### src/rtl/servo_pkg.sv
// Shared constants and helpers for the servo PWM peripheral:
// register addresses, CTRL bit positions, clamp and slew arithmetic.
package servo_pkg;

  // Word addresses of the Avalon register map
  typedef enum logic [1:0] {
    ADDR_CTRL    = 2'd0,
    ADDR_TARGET  = 2'd1,
    ADDR_STEP    = 2'd2,
    ADDR_CURRENT = 2'd3
  } reg_addr_e;

  // Bit positions inside the CTRL word
  localparam int EN_BIT   = 0;
  localparam int SLEW_BIT = 1;
  localparam int BUSY_BIT = 8;

  // Width of the STEP field
  localparam int STEP_W = 16;

  // Clamp a full 32-bit write value into [lo, hi]; all 32 bits take part so
  // huge values saturate at hi instead of wrapping into the legal range.
  function automatic logic [31:0] clamp_pulse(input logic [31:0] value,
                                              input logic [31:0] lo,
                                              input logic [31:0] hi);
    logic [31:0] res;
    if (value < lo) begin
      res = lo;
    end else if (value > hi) begin
      res = hi;
    end else begin
      res = value;
    end
    return res;
  endfunction

  // Next pulse width at a period boundary: jump straight to the target when
  // slewing is off or the step is zero, otherwise move by at most one step
  // without overshooting the target.
  function automatic logic [31:0] slew_next(input logic [31:0] cur,
                                            input logic [31:0] target,
                                            input logic [31:0] step,
                                            input logic        slew_en);
    logic [31:0] res;
    if (!slew_en || (step == 32'd0)) begin
      res = target;
    end else if (target > cur) begin
      res = ((target - cur) <= step) ? target : (cur + step);
    end else begin
      res = ((cur - target) <= step) ? target : (cur - step);
    end
    return res;
  endfunction

endpackage

### src/rtl/servo_pwm_avalon_if.sv
// Avalon-MM slave bus bundle for the servo PWM register file.
interface servo_pwm_avalon_if;

  logic [1:0]  avs_address;
  logic        avs_write;
  logic [31:0] avs_writedata;
  logic        avs_read;
  logic [31:0] avs_readdata;

  // Interconnect / bus-functional-model side
  modport master (
    output avs_address,
    output avs_write,
    output avs_writedata,
    output avs_read,
    input  avs_readdata
  );

  // Peripheral side
  modport slave (
    input  avs_address,
    input  avs_write,
    input  avs_writedata,
    input  avs_read,
    output avs_readdata
  );

endinterface

### src/rtl/servo_pwm_core.sv
// Period counter, pulse-width register updated only at the period wrap,
// and the registered compare that drives the servo pin.
module servo_pwm_core
  import servo_pkg::*;
#(
  parameter int PERIOD      = 1000000,
  parameter int CNT_W       = 21,
  parameter int RESET_PULSE = 75000
) (
  input  logic              clk,
  input  logic              reset_n,
  input  logic              enable,
  input  logic              slew_en,
  input  logic [STEP_W-1:0] step,
  input  logic [CNT_W-1:0]  target,
  output logic [CNT_W-1:0]  cur,
  output logic              servo_out
);

  localparam logic [CNT_W-1:0] LAST_CNT  = CNT_W'(PERIOD - 1);
  localparam logic [CNT_W-1:0] CUR_RESET = CNT_W'(RESET_PULSE);

  logic [CNT_W-1:0] cnt_reg;
  logic [CNT_W-1:0] cnt_next;
  logic [CNT_W-1:0] cur_reg;
  logic [CNT_W-1:0] cur_next;
  logic             servo_reg;
  logic             servo_next;
  logic             wrap;

  // Last cycle of an active period: the only point where cur may change
  assign wrap = enable && (cnt_reg == LAST_CNT);

  // Counter runs 0..PERIOD-1 while enabled and parks at 0 while disabled
  always_comb begin
    cnt_next = cnt_reg + CNT_W'(1);
    if (!enable || wrap) begin
      cnt_next = '0;
    end
  end

  // Pulse width follows the target (optionally slew-limited) at the wrap only
  always_comb begin
    cur_next = cur_reg;
    if (wrap) begin
      cur_next = CNT_W'(slew_next(32'(cur_reg), 32'(target), 32'(step), slew_en));
    end
  end

  // Output is high for the first cur counts of each period; a cleared enable
  // drops it immediately regardless of where the counter is
  always_comb begin
    servo_next = enable && (cnt_reg < cur_reg);
  end

  // State registers with synchronous active-low reset
  always_ff @(posedge clk) begin
    if (!reset_n) begin
      cnt_reg   <= '0;
      cur_reg   <= CUR_RESET;
      servo_reg <= 1'b0;
    end else begin
      cnt_reg   <= cnt_next;
      cur_reg   <= cur_next;
      servo_reg <= servo_next;
    end
  end

  assign cur       = cur_reg;
  assign servo_out = servo_reg;

endmodule

### src/rtl/servo_pwm_avalon.sv
// Avalon-MM servo PWM peripheral: register file with clamped TARGET writes,
// registered single-cycle reads, and the PWM core for one channel.
// Legal configuration: MIN_PULSE <= MAX_PULSE < PERIOD and 2^CNT_W > PERIOD.
module servo_pwm_avalon
  import servo_pkg::*;
#(
  parameter int PERIOD    = 1000000,
  parameter int MIN_PULSE = 50000,
  parameter int MAX_PULSE = 100000,
  parameter int CNT_W     = 21
) (
  input  logic               clk,
  input  logic               reset_n,
  servo_pwm_avalon_if.slave  avs,
  output logic               servo_out
);

  localparam int               RESET_PULSE  = (MIN_PULSE + MAX_PULSE) / 2;
  localparam logic [31:0]      MIN_PULSE_32 = 32'(MIN_PULSE);
  localparam logic [31:0]      MAX_PULSE_32 = 32'(MAX_PULSE);
  localparam logic [CNT_W-1:0] TARGET_RESET = CNT_W'(RESET_PULSE);

  logic              enable_reg;
  logic              slew_en_reg;
  logic [STEP_W-1:0] step_reg;
  logic [CNT_W-1:0]  target_reg;
  logic [CNT_W-1:0]  target_next;
  logic [31:0]       readdata_reg;
  logic [31:0]       read_word;
  logic [CNT_W-1:0]  cur;
  logic              busy;
  reg_addr_e         addr;

  assign addr = reg_addr_e'(avs.avs_address);

  // Clamp happens on the write path so TARGET always holds a legal width
  assign target_next = CNT_W'(clamp_pulse(avs.avs_writedata, MIN_PULSE_32, MAX_PULSE_32));

  // Busy while the pulse width is still travelling toward the target
  assign busy = (cur != target_reg);

  // Register file writes; CURRENT is read-only so writes to it fall through
  always_ff @(posedge clk) begin
    if (!reset_n) begin
      enable_reg  <= 1'b0;
      slew_en_reg <= 1'b0;
      step_reg    <= '0;
      target_reg  <= TARGET_RESET;
    end else if (avs.avs_write) begin
      case (addr)
        ADDR_CTRL: begin
          enable_reg  <= avs.avs_writedata[EN_BIT];
          slew_en_reg <= avs.avs_writedata[SLEW_BIT];
        end
        ADDR_TARGET: target_reg <= target_next;
        ADDR_STEP:   step_reg   <= avs.avs_writedata[STEP_W-1:0];
        default: ;
      endcase
    end
  end

  // Read mux built from the pre-edge register values, so a same-cycle
  // write never leaks into the data returned by a read
  always_comb begin
    read_word = '0;
    case (addr)
      ADDR_CTRL: begin
        read_word[EN_BIT]   = enable_reg;
        read_word[SLEW_BIT] = slew_en_reg;
        read_word[BUSY_BIT] = busy;
      end
      ADDR_TARGET:  read_word = 32'(target_reg);
      ADDR_STEP:    read_word = 32'(step_reg);
      ADDR_CURRENT: read_word = 32'(cur);
      default:      read_word = '0;
    endcase
  end

  // Registered read data, held between reads
  always_ff @(posedge clk) begin
    if (!reset_n) begin
      readdata_reg <= '0;
    end else if (avs.avs_read) begin
      readdata_reg <= read_word;
    end
  end

  assign avs.avs_readdata = readdata_reg;

  servo_pwm_core #(
    .PERIOD      (PERIOD),
    .CNT_W       (CNT_W),
    .RESET_PULSE (RESET_PULSE)
  ) u_core (
    .clk       (clk),
    .reset_n   (reset_n),
    .enable    (enable_reg),
    .slew_en   (slew_en_reg),
    .step      (step_reg),
    .target    (target_reg),
    .cur       (cur),
    .servo_out (servo_out)
  );

endmodule

### src/flat_wrapper.sv
// flat-port wrapper written by rule: the top's interface ports become plain ports
module servo_pwm_avalon_flat import servo_pkg::*;
#(
  parameter int PERIOD    = 1000000,
  parameter int MIN_PULSE = 50000,
  parameter int MAX_PULSE = 100000,
  parameter int CNT_W     = 21
)
  (clk, reset_n, servo_out, avs_avs_address, avs_avs_write, avs_avs_writedata, avs_avs_read, avs_avs_readdata);
  servo_pwm_avalon_if avs_i ();
  input  logic clk;
  input  logic reset_n;
  output logic servo_out;
  input wire logic [$bits(avs_i.avs_address)-1:0] avs_avs_address;
  input wire logic [$bits(avs_i.avs_write)-1:0] avs_avs_write;
  input wire logic [$bits(avs_i.avs_writedata)-1:0] avs_avs_writedata;
  input wire logic [$bits(avs_i.avs_read)-1:0] avs_avs_read;
  output wire logic [$bits(avs_i.avs_readdata)-1:0] avs_avs_readdata;
  assign avs_i.avs_address = avs_avs_address;
  assign avs_i.avs_write = avs_avs_write;
  assign avs_i.avs_writedata = avs_avs_writedata;
  assign avs_i.avs_read = avs_avs_read;
  assign avs_avs_readdata = avs_i.avs_readdata;
  servo_pwm_avalon #(.PERIOD(PERIOD), .MIN_PULSE(MIN_PULSE), .MAX_PULSE(MAX_PULSE), .CNT_W(CNT_W)) u_core (.clk(clk), .reset_n(reset_n), .avs(avs_i), .servo_out(servo_out));
endmodule
### config.mk
export PLATFORM = sky130hd
export DESIGN_NAME = servo_pwm_avalon_flat
export DESIGN_NICKNAME = d
export VERILOG_FILES = /design/src/rtl/servo_pkg.sv /design/src/rtl/servo_pwm_avalon_if.sv /design/src/rtl/servo_pwm_core.sv /design/src/rtl/servo_pwm_avalon.sv /design/src/flat_wrapper.sv
export SDC_FILE = /design/constraint.sdc
export NUM_CORES = 1
export LEC_CHECK = 0
export CAP_MARGIN = 20
export CORE_AREA = 2 2 153 155
export CTS_BUF_LIST = sky130_fd_sc_hd__clkbuf_16
export DETAILED_ROUTE_END_ITERATION = 10
export DIE_AREA = 0 0 155 157
export PLACE_DENSITY = 0.62
export SYNTH_ARGS = -nofsm -noshare
export SYNTH_HDL_FRONTEND = slang
export SYNTH_SLANG_ARGS = --single-unit
### constraint.sdc
create_clock -name clk -period 5.99 [get_ports clk]
set_input_delay 1.198 -clock clk [delete_from_list [all_inputs] [get_ports clk]]
set_output_delay 1.198 -clock clk [all_outputs]
set_load 0.005 [all_outputs]
Word-level counts from Yosys, hierarchy flattened
Cells that the tools add are included.
{ "word_totals": {"ff_bits": 114, "in_bits": 38, "word_cells": 47} }
{ "op_classes": {"addsub": 5, "order_cmp": 6, "n_eq_ne": 5, "n_mux": 10, "bitwise": 1, "n_reduce_logical": 12} }
{ "ops": {"columns": ["op", "count"], "rows": [
  ["2-to-1 mux 21 bit", 6],
  ["less-or-equal comparator 32 x 16 -> 1 bit", 2],
  ["subtractor 21 x 21 -> 22 bit", 2],
  ["one-hot mux 12 bit (3 select lines)", 1],
  ["> comparator 32 x 17 -> 1 bit (second input constant)", 1],
  ["< comparator 32 x 16 -> 1 bit (second input constant)", 1],
  ["adder 21 x 1 -> 21 bit (second input constant)", 1],
  ["adder 21 x 16 -> 21 bit", 1],
  ["== test 21 x 20 -> 1 bit (second input constant)", 1],
  ["> comparator 21 bit", 1],
  ["< comparator 21 bit", 1],
  ["!= test 21 bit", 1],
  ["subtractor 21 x 16 -> 21 bit", 1],
  ["one-hot mux 6 bit (3 select lines)", 1],
  ["logical NOT 16 bit", 1],
  ["one-hot mux 2 bit (4 select lines)", 1],
  ["AND reduction 2 bit", 3],
  ["== test 2 bit (second input constant)", 2],
  ["one-hot mux 1 bit (4 select lines)", 1],
  ["== test 2 x 1 -> 1 bit (second input constant)", 1],
  ["logical AND 1 bit", 2],
  ["logical NOT 1 bit", 2],
  ["logical NOT 2 bit", 1],
  ["logical OR 1 bit", 2],
  ["2 further kinds", 2]
]} }

Depth between registers and ports, before layout
Gate-level depths: netlist (run 1).
{ "logic_depth": {"word_depth": 5, "mapped_depth": 23, "depth_no_buf": 21} }

Hierarchy
A second synthesis (run 1) with hierarchy kept.
{ "unflattened": {"hier_cells": 1345, "hier_area_um2": 10541.4} }
{ "modules_own_cells": {"columns": ["module", "n_inst", "cells_per_inst", "area_each_um2", "seq_area_each_um2"], "rows": [
  ["servo_pwm_core", 1, 990, 7333.3, 860.8],
  ["servo_pwm_avalon", 1, 355, 3208.1, 1201.2]
]} }

Least setup slack after synthesis (run 1)
Ideal clock, no wire load.
{ "synth_timing": {"path_kind": "register -> register", "from": "register u_core.u_core.cur_reg[1], in the netlist u_core.u_core.cur[1]", "to": "register u_core.u_core.cur_reg[13], in the netlist u_core.u_core.cur[13]", "arrival_ps": 4457, "t_required_ps": 5870, "path_slack_ps": 1413, "path_stages_with_launch": 20, "path_cell_list": "dfxtp_1 -> inv_1 -> fa_1 -> a211oi_1 -> o21ai_2 -> a21oi_1 -> inv_1 -> a21oi_1 -> xnor2_1 -> ha_1 -> a21oi_1 -> nand2_1 -> a21o_1 -> nor4b_1 -> o221ai_1 -> or4_4 -> o31ai_4 -> a21oi_2 -> a211o_1 -> o31a_1"} }
{ "synth_between": {"elab_chain_cells": 5, "word_cells_on_any_way": 11, "cone_classes": "add/sub (4); order compare (3); mux (4)"} }
{ "synth_lines": {"columns": ["element", "line_no", "rtl"], "rows": [
  ["from (decl)", "servo_pwm_core.sv:25", "logic [CNT_W-1:0] cur_reg;"],
  ["from (signal assigned)", "servo_pwm_core.sv:64", "cur_reg <= cur_next;"],
  ["subtractor 21 x 21 -> 22 bit, on equally long branches", "servo_pkg.sv:50, servo_pkg.sv:48", null],
  ["less-or-equal comparator 32 x 16 -> 1 bit, on equally long branches", "servo_pkg.sv:50, servo_pkg.sv:48", null],
  ["2-to-1 mux 21 bit, on equally long branches", "servo_pkg.sv:50, servo_pkg.sv:48", null],
  ["2-to-1 mux 21 bit *", "servo_pkg.sv:47", "end else if (target > cur) begin"],
  ["2-to-1 mux 21 bit *", "servo_pkg.sv:45", "if (!slew_en || (step == 32'd0)) begin"]
]} }
Every way passes the cells marked *; elsewhere a longest branch is shown, timed or not.
A chain may end at the register's enable or synchronous reset.

Worst setup path in the final report (run 1)
{ "layout_timing": {"from": "register u_core.u_core.cur_reg[1], in the netlist u_core.u_core.cur[1]", "to": "register u_core.u_core.cur_reg[9], in the netlist u_core.u_core.cur[9]"} }
Same word-level chain as after synthesis.

==> summary.md, run 1 <==
| Metric | Value |
|---|---|
| Status | `finished clean` |
| Count of mapped cells out of synthesis | `approximately 1.3k` |
| Setup slack of the most critical reg-to-reg path | `between 0.3 and 0.4 ns` |
| Number of iterations in the first detailed-routing pass | `6` |
| Core region area | `between 20000 and 25000 µm²` |
| Number of clock buffers inserted by TritonCTS | `9` |
| Pins Over Slew Limit | `0` |
| Setup Slack @ Placement | `roughly 0.50 ns` |
| Arr. time, crit path | `between 5 and 6 ns` |
| Seq/Total Area, Yosys | `approximately a fifth` |
| Family with the most delay on the worst path | `simple AND/OR/NAND/NOR gates` |
| Boundary Pins | `just over 70` |
| Hold Path End | `u_core.avs.avs_readdata[11]` |
| Distinct cell type count of the synthesized netlist | `85` |
| Cell count of the worst hold path | `2` |
| Post-synth design cell area | `10000 µm²` |
| Largest net degree at the start of global routing | `52` |
| CTS root buf | `clkbuf_16` |
| Most used cell, CP | `ha_1` |
| Avg WL per Cell | `approximately 21 µm` |
| Most instantiated library cell after synthesis | `ha_1` |
| Antenna-violating nets left | `0` |
| Number of antenna violations at the first check in global routing | `0` |
| Setup repair after global routing missed its margin | `no` |
| Antenna diodes | `0` |
| Clock tree sinks | `slightly above 100` |
| Synthesized-area fraction occupied by ao, oa, aoi and oai cells | `between 20% and 30%` |
| Cell breakdown of the critical path | `inv_1 -> ha_1 -> nor2b_1 -> o31a_1 -> o41ai_2 -> o21a_1 -> o21ai_1 -> xor2_1 -> ha_1 -> nand4_1 -> nor4_1 -> o221ai_1 -> or4_4 -> o311ai_4 -> and2_1 -> nand2_1 -> o221a_1` |
| Max Clock Skew | `0.0119 ns` |
| Number of nets in the layout | `~1.5k` |
| Overall Global Routing Usage | `around 28%` |
| Finish-stage setup viols | `0` |
| Floorplan die width | `roughly 160 µm` |
| Critical register-to-register path endpoint | `u_core.u_core.cur[9]` |
| Routability congestion estimate | `between 0.9 and 1` |
| Post-detailed-route DRC marker count | `0` |
| MaxCap Viol Count | `0` |
| Vias in the first global route | `between 9k and 10k` |
| Number of fillers in the final layout | `between 2k and 2.5k` |
| Required time of the critical path | `6.25 ns` |
| Primary FF master, synth | `dfxtp_1` |
| #FFs+latches synth | `~100` |
| Worst skew pair latency | `approximately 0.37 ns` |
| Starting density of the core | `around 45%` |
| Launch instance of the worst min-delay path | `u_core.avs.avs_readdata[11]` |
| Worst R2R Path Depth | `17` |
| Mux contribution to synthesized area | `between 2 and 2.5%` |
| Resized Gates After CTS | `0` |
| Critical Path Max Stage Delay | `between 0.5 and 0.6 ns` |
| Layout overhead on the synthesized area | `10.4%` |
| Pin slew with the least headroom to its limit | `0.990 ns` |
| Share of synthesized cell area in and, or, nand and nor gates | `20.6%` |
| Clock-pin slew reported for the worst setup and hold paths after clock tree synthesis | `about 0.080 ns` |
| Post-route setup TNS | `0 ns` |
| Global-route wire length before repair | `52.6 mm` |
| GRT Residual Overflow | `0` |
| Startpoint class of the critical path | `register` |
| Start of the worst register-to-register path | `u_core.u_core.cur[1]` |
| Longest Clk Path Bufs | `2` |
| Post-synth ARST share | `0%` |
| XOR/XNOR share of the synthesized area | `roughly 6.3%` |
| Crit Path Category | `reg2reg` |
| Crit. path cell count | `17` |
| Largest family of logic cells by synthesized area | `compound AO/OA/AOI/OAI gates` |
| Number of warning messages in the yosys log | `0` |
| Placed wire-length estimate after detailed placement | `approximately 27 mm` |
| Post-layout minimum cycle time | `between 5 and 6 ns` |
| Power per cell area | `approximately 170 nW/µm²` |
| Largest driver fanout on the critical path | `10` |
| Period Utilization, post-route | `between 90% and 100%` |
| Overall routed net length | `roughly 34 mm` |
| Area share of the leading cell type in the synthesized netlist | `between 20% and 30%` |
| Max VDD drop | `132 µV` |
| Fmax achieved | `between 150 and 200 MHz` |
| Floorplan row count | `55` |
| Die Height | `about 160 µm` |
| Buf/Inv on CP | `1` |
| CP max-delay cell | `nor4_1` |
| Top cells by area, synth | `dfxtp_1, ha_1, a21oi_1` |
| Cell count after placement | `1623` |
| Total via count in the routed design | `just under 10k` |
| Number of endpoints with negative hold slack in the final report | `0` |
| Port-buffer cells | `59` |
| Post-CTS Repair Setup Buffers | `0` |
| Class of the tightest hold or removal check | `reg2reg` |
| Leakage component of the power | `between 4 and 5 nW` |
| Adder-cell share of the synthesized area | `around 17%` |
| Number of buffers inserted for hold repair after clock tree synthesis | `0` |
| Initial detailed-routing violation count | `between 800 and 900` |
| Max_slew headroom | `between 30% and 40%` |
| Final WS setup | `about 0.38 ns` |
| Biggest area consumer among synthesized cells | `dfxtp_1` |
| Non-filler cells, final | `around 1.6k` |
| Share of final-layout standard cells stronger than drive strength 1 | `under 10%` |
| Crit end category | `register` |
| Htree depth | `3` |
| Clock tree from TritonCTS | `yes` |
| Leading post-synthesis cells by instance count | `ha_1, nor2_1, nand2_1` |
| Number of synthesized flops with an enable pin | `0` |
| Post-synthesis area per instance | `about 7.6 µm²` |
| Die Area | `24300 µm²` |
| Routed via count divided by cell count | `about 6.0` |
-- worst register-to-register path: stages (launching register included) --
cell	delay (ns)
dfxtp_1	0.49
inv_1	0.24
ha_1	0.37
nor2b_1	0.16
o31a_1	0.28
o41ai_2	0.41
o21a_1	0.26
o21ai_1	0.14
xor2_1	0.18
ha_1	0.32
nand4_1	0.18
nor4_1	0.58
o221ai_1	0.18
or4_4	0.57
o311ai_4	0.25
and2_1	0.49
nand2_1	0.15
o221a_1	0.26
-- metal layers --
| layer | up-vias | GRT usage (%) | share of wire (%) |
|---|---|---|---|
| li1 | 4810 | - | - |
| met1 | 4619 | 37.9 | 46 |
| met2 | 389 | 44.7 | 44 |
| met3 | 65 | 4.54 | 6.7 |
| met4 | 0 | 10.7 | 3.6 |
| met5 | - | 0 | 0 |
-- where the power goes --
part           internal [W]  switching, W  total (W)
registers          0.000699     0.0000179   0.000717
clock network      0.000293      0.000322   0.000615
logic              0.000230      0.000331   0.000561
total               0.00122      0.000670    0.00189
-- worst max-delay path by stage --
stage / endpoint / startpoint
global placement: u_core.u_core.cur[16] / u_core.u_core.cur[1]
finish: u_core.u_core.cur[9] / u_core.u_core.cur[1]
detailed placement: u_core.u_core.cur[9] / u_core.u_core.cur[1]
CTS: u_core.u_core.cur[9] / u_core.u_core.cur[1]
floorplan: u_core.u_core.cur[13] / u_core.u_core.cur[1]
global route: u_core.u_core.cur[9] / u_core.u_core.cur[1]
-- final cells by class --
type | instances | area, µm² | share of cell area, %
clock buffer | 9 | 225 | 2.03
inverter | 94 | 353 | 3.19
tap | 285 | 357 | 3.22
multi-input combinational | 1063 | 7280 | 65.7
clock inverter | 7 | 61.3 | 0.554
sequential | 103 | 2060 | 18.6
timing repair buffer | 78 | 733 | 6.62
-- cells in the final DEF (no fill, tap or decap), types with 34 or more instances in the layout --
cell type	n
o21ai_0	80
dfxtp_1	103
ha_1	126
clkdlybuf4s50_1	59
inv_1	93
nor2_1	125
xnor2_1	49
nor3_1	45
a21o_1	34
nand2_1	119
a21oi_1	113
-- kinds of logic (layout without fill, tap and decap cells) --
group,Yosys count,in the layout
other cells,1,11
compound gates,399,399
simple gates,432,432
mux,19,19
fa+ha+maj,130,130
buf+inv,170,188
xor+xnor,72,72
flops,103,103
-- per-stage QoR --
stage | cell area (µm²) | hold slack [ns] | total power, W | utilization, %
after CTS | 11100 | 0.488 | 0.00189 | 49.2
after floorplan | 10100 | 0.433 | 0.00111 | -
after global placement | 10800 | 0.470 | 0.00128 | 47.9
after global routing | 11100 | 0.500 | 0.00199 | 49.2
after detailed placement | 10800 | 0.474 | 0.00128 | 47.9
final | 11100 | 0.484 | 0.00189 | 49.2
Power figures use the tool's default switching activity.
==> run 2: changes to the inputs <==
--- a/config.mk
+++ b/config.mk
@@ -11,6 +11,7 @@
 export DETAILED_ROUTE_END_ITERATION = 10
 export DIE_AREA = 0 0 155 157
 export PLACE_DENSITY = 0.62
+export REMOVE_ABC_BUFFERS = 1
 export SYNTH_ARGS = -nofsm -noshare
 export SYNTH_HDL_FRONTEND = slang
 export SYNTH_SLANG_ARGS = --single-unit
==> run 2 against run 1 <==
Compared with the run above: wire length is 5.8% higher; worst setup slack worse by 0.26 ns; non-clock buffer count is 1 lower; via count is 1.1% higher; final cell count about the same; combinational power is 2% higher; first-iteration DRC count grew 7.8%; fmax decreased by 4.4%; largest cell class unchanged.
==> summary.md, run 2 (synthesis results as in run 1) <==
| Metric | Value |
|---|---|
| Most used cell, CP | `ha_1` |
| Period Utilization, post-route | `between 90% and 100%` |
| Startpoint class of the critical path | `register` |
| Critical register-to-register path endpoint | `u_core.u_core.cur[14]` |
| Power per cell area | `171 nW/µm²` |
| Core region area | `approximately 23000 µm²` |
| Overall Global Routing Usage | `between 20% and 30%` |
| Critical Path Max Stage Delay | `about 0.7 ns` |
| Max VDD drop | `between 100 and 150 µV` |
| Arr. time, crit path | `roughly 6.1 ns` |
| Class of the tightest hold or removal check | `reg2reg` |
| Leading cell type in the layout, fill and taps excluded | `ha_1` |
| Finish-stage setup viols | `0` |
| Leakage component of the power | `~4.6 nW` |
| Largest net degree at the start of global routing | `41` |
| Clock tree from TritonCTS | `yes` |
| Routability congestion estimate | `around 0.96` |
| Post-CTS Repair Setup Buffers | `0` |
| Die Area | `24300 µm²` |
| Max_slew headroom | `about 38%` |
| Cell breakdown of the critical path | `inv_1 -> ha_1 -> nor2b_1 -> o31a_1 -> o41ai_2 -> o21a_1 -> o21ai_1 -> xor2_1 -> ha_1 -> nand4_1 -> nor4_1 -> o221ai_1 -> or4_4 -> o311ai_4 -> and2_1 -> nand2_1 -> o221a_1` |
| Share of final-layout standard cells stronger than drive strength 1 | `between 4 and 5%` |
| Boundary Pins | `between 70 and 80` |
| Worst R2R Path Depth | `17` |
| Largest driver fanout on the critical path | `10` |
| Number of nets in the layout | `approximately 1.5k` |
| Fmax achieved | `between 150 and 200 MHz` |
| Crit Path Category | `reg2reg` |
| Starting density of the core | `between 40 and 50%` |
| Pin slew with the least headroom to its limit | `slightly above 0.9 ns` |
| Post-layout minimum cycle time | `between 5 and 6 ns` |
| Cell count of the worst hold path | `2` |
| Antenna diodes | `0` |
| Post-route setup TNS | `0 ns` |
| Routed via count divided by cell count | `6.10` |
| GRT Residual Overflow | `0` |
| Floorplan die width | `around 160 µm` |
| Max Clock Skew | `0.0112 ns` |
| Overall routed net length | `about 36 mm` |
| Clock-pin slew reported for the worst setup and hold paths after clock tree synthesis | `approximately 0.08 ns` |
| Number of endpoints with negative hold slack in the final report | `0` |
| Family with the most delay on the worst path | `simple AND/OR/NAND/NOR gates` |
| Setup repair after global routing missed its margin | `no` |
| Start of the worst register-to-register path | `u_core.u_core.cur[1]` |
| Final WS setup | `between 0.1 and 0.15 ns` |
| Worst skew pair latency | `between 0.3 and 0.4 ns` |
| Initial detailed-routing violation count | `just over 900` |
| Layout overhead on the synthesized area | `10.3%` |
| Post-detailed-route DRC marker count | `0` |
| Die Height | `about 160 µm` |
| Floorplan row count | `55` |
| Number of antenna violations at the first check in global routing | `0` |
| CTS root buf | `clkbuf_16` |
| Vias in the first global route | `9291` |
| Launch instance of the worst min-delay path | `u_core.avs.avs_readdata[9]` |
| Required time of the critical path | `between 6 and 7 ns` |
| Longest Clk Path Bufs | `2` |
| MaxCap Viol Count | `0` |
| Clock tree sinks | `103` |
| Crit end category | `register` |
| Hold Path End | `u_core.avs.avs_readdata[9]` |
| Avg WL per Cell | `between 20 and 25 µm` |
| Placed wire-length estimate after detailed placement | `about 29 mm` |
| Total via count in the routed design | `approximately 10k` |
| Most used cells in the layout excluding fill and tap cells | `ha_1, nor2_1, nand2_1` |
| CP max-delay cell | `nor4_1` |
| Pins Over Slew Limit | `0` |
| Setup slack of the most critical reg-to-reg path | `approximately 0.12 ns` |
| Port-buffer cells | `between 50 and 60` |
| Status | `finished clean` |
| Htree depth | `3` |
| Number of buffers inserted for hold repair after clock tree synthesis | `0` |
| Number of clock buffers inserted by TritonCTS | `9` |
| Global-route wire length before repair | `54.0 mm` |
| Resized Gates After CTS | `0` |
| Setup Slack @ Placement | `approximately 0.29 ns` |
| Number of iterations in the first detailed-routing pass | `6` |
| Antenna-violating nets left | `0` |
| Buf/Inv on CP | `1` |
-- run 2: worst max path at each step --
stage / from / end / slack, ns / cells after the start
3_3_place_gp: u_core.u_core.cur[1] / u_core.u_core.cur[9] / 0.32 / 17
5_1_grt: u_core.u_core.cur[1] / u_core.u_core.cur[14] / 0.05 / 17
6_report: u_core.u_core.cur[1] / u_core.u_core.cur[14] / 0.12 / 17
3_5_place_dp: u_core.u_core.cur[1] / u_core.u_core.cur[14] / 0.29 / 17
2_1_floorplan: u_core.u_core.cur[1] / u_core.u_core.cur[14] / 1.21 / 19
4_1_cts: u_core.u_core.cur[1] / u_core.u_core.cur[9] / 0.27 / 17
-- run 2: routing by layer --
metal / GRT usage [%] / part of all wire, % / vias up
li1: - / - / 4814
met1: 40.8 / 45 / 4634
met2: 43.8 / 41 / 460
met3: 5.04 / 8.5 / 82
met4: 13.2 / 4.6 / 0
met5: 0 / 0 / -
-- run 2: worst register-to-register path: stages (launching register included) --
cell	delay, ns
dfxtp_1	0.49
inv_1	0.25
ha_1	0.39
nor2b_1	0.16
o31a_1	0.28
o41ai_2	0.36
o21a_1	0.29
o21ai_1	0.15
xor2_1	0.17
ha_1	0.33
nand4_1	0.20
nor4_1	0.69
o221ai_1	0.20
or4_4	0.58
o311ai_4	0.26
and2_1	0.56
nand2_1	0.15
o221a_1	0.26
-- run 2: where the power goes --
group          internal, W  total, W  leakage, nW  switching (W)
clock network     0.000288  0.000598        0.132       0.000311
logic             0.000232  0.000570         3.59       0.000338
registers         0.000699  0.000718        0.836      0.0000188
-- run 2: final cells by class --
cell class / instances / area, µm²
timing repair buffer: 77 / 726
fill: 2278 / 11400
inverter: 94 / 353
multi-input combinational: 1063 / 7280
sequential: 103 / 2060
clock inverter: 7 / 56.3
tap: 285 / 357
clock buffer: 9 / 225
-- run 2: through the flow --
step | std cells | hold WS, ns | power [W] | utilization [%] | cell area [µm²]
after global routing | 1638 | 0.508 | 0.00198 | 49.1 | 11100
after detailed placement | 1622 | 0.475 | 0.00129 | 47.9 | 10800
final | 1638 | 0.483 | 0.00189 | 49.1 | 11100
after CTS | 1638 | 0.485 | 0.00189 | 49.1 | 11100
after global placement | 1622 | 0.470 | 0.00129 | 47.9 | 10800
after floorplan | 1260 | 0.433 | 0.00109 | - | 9690
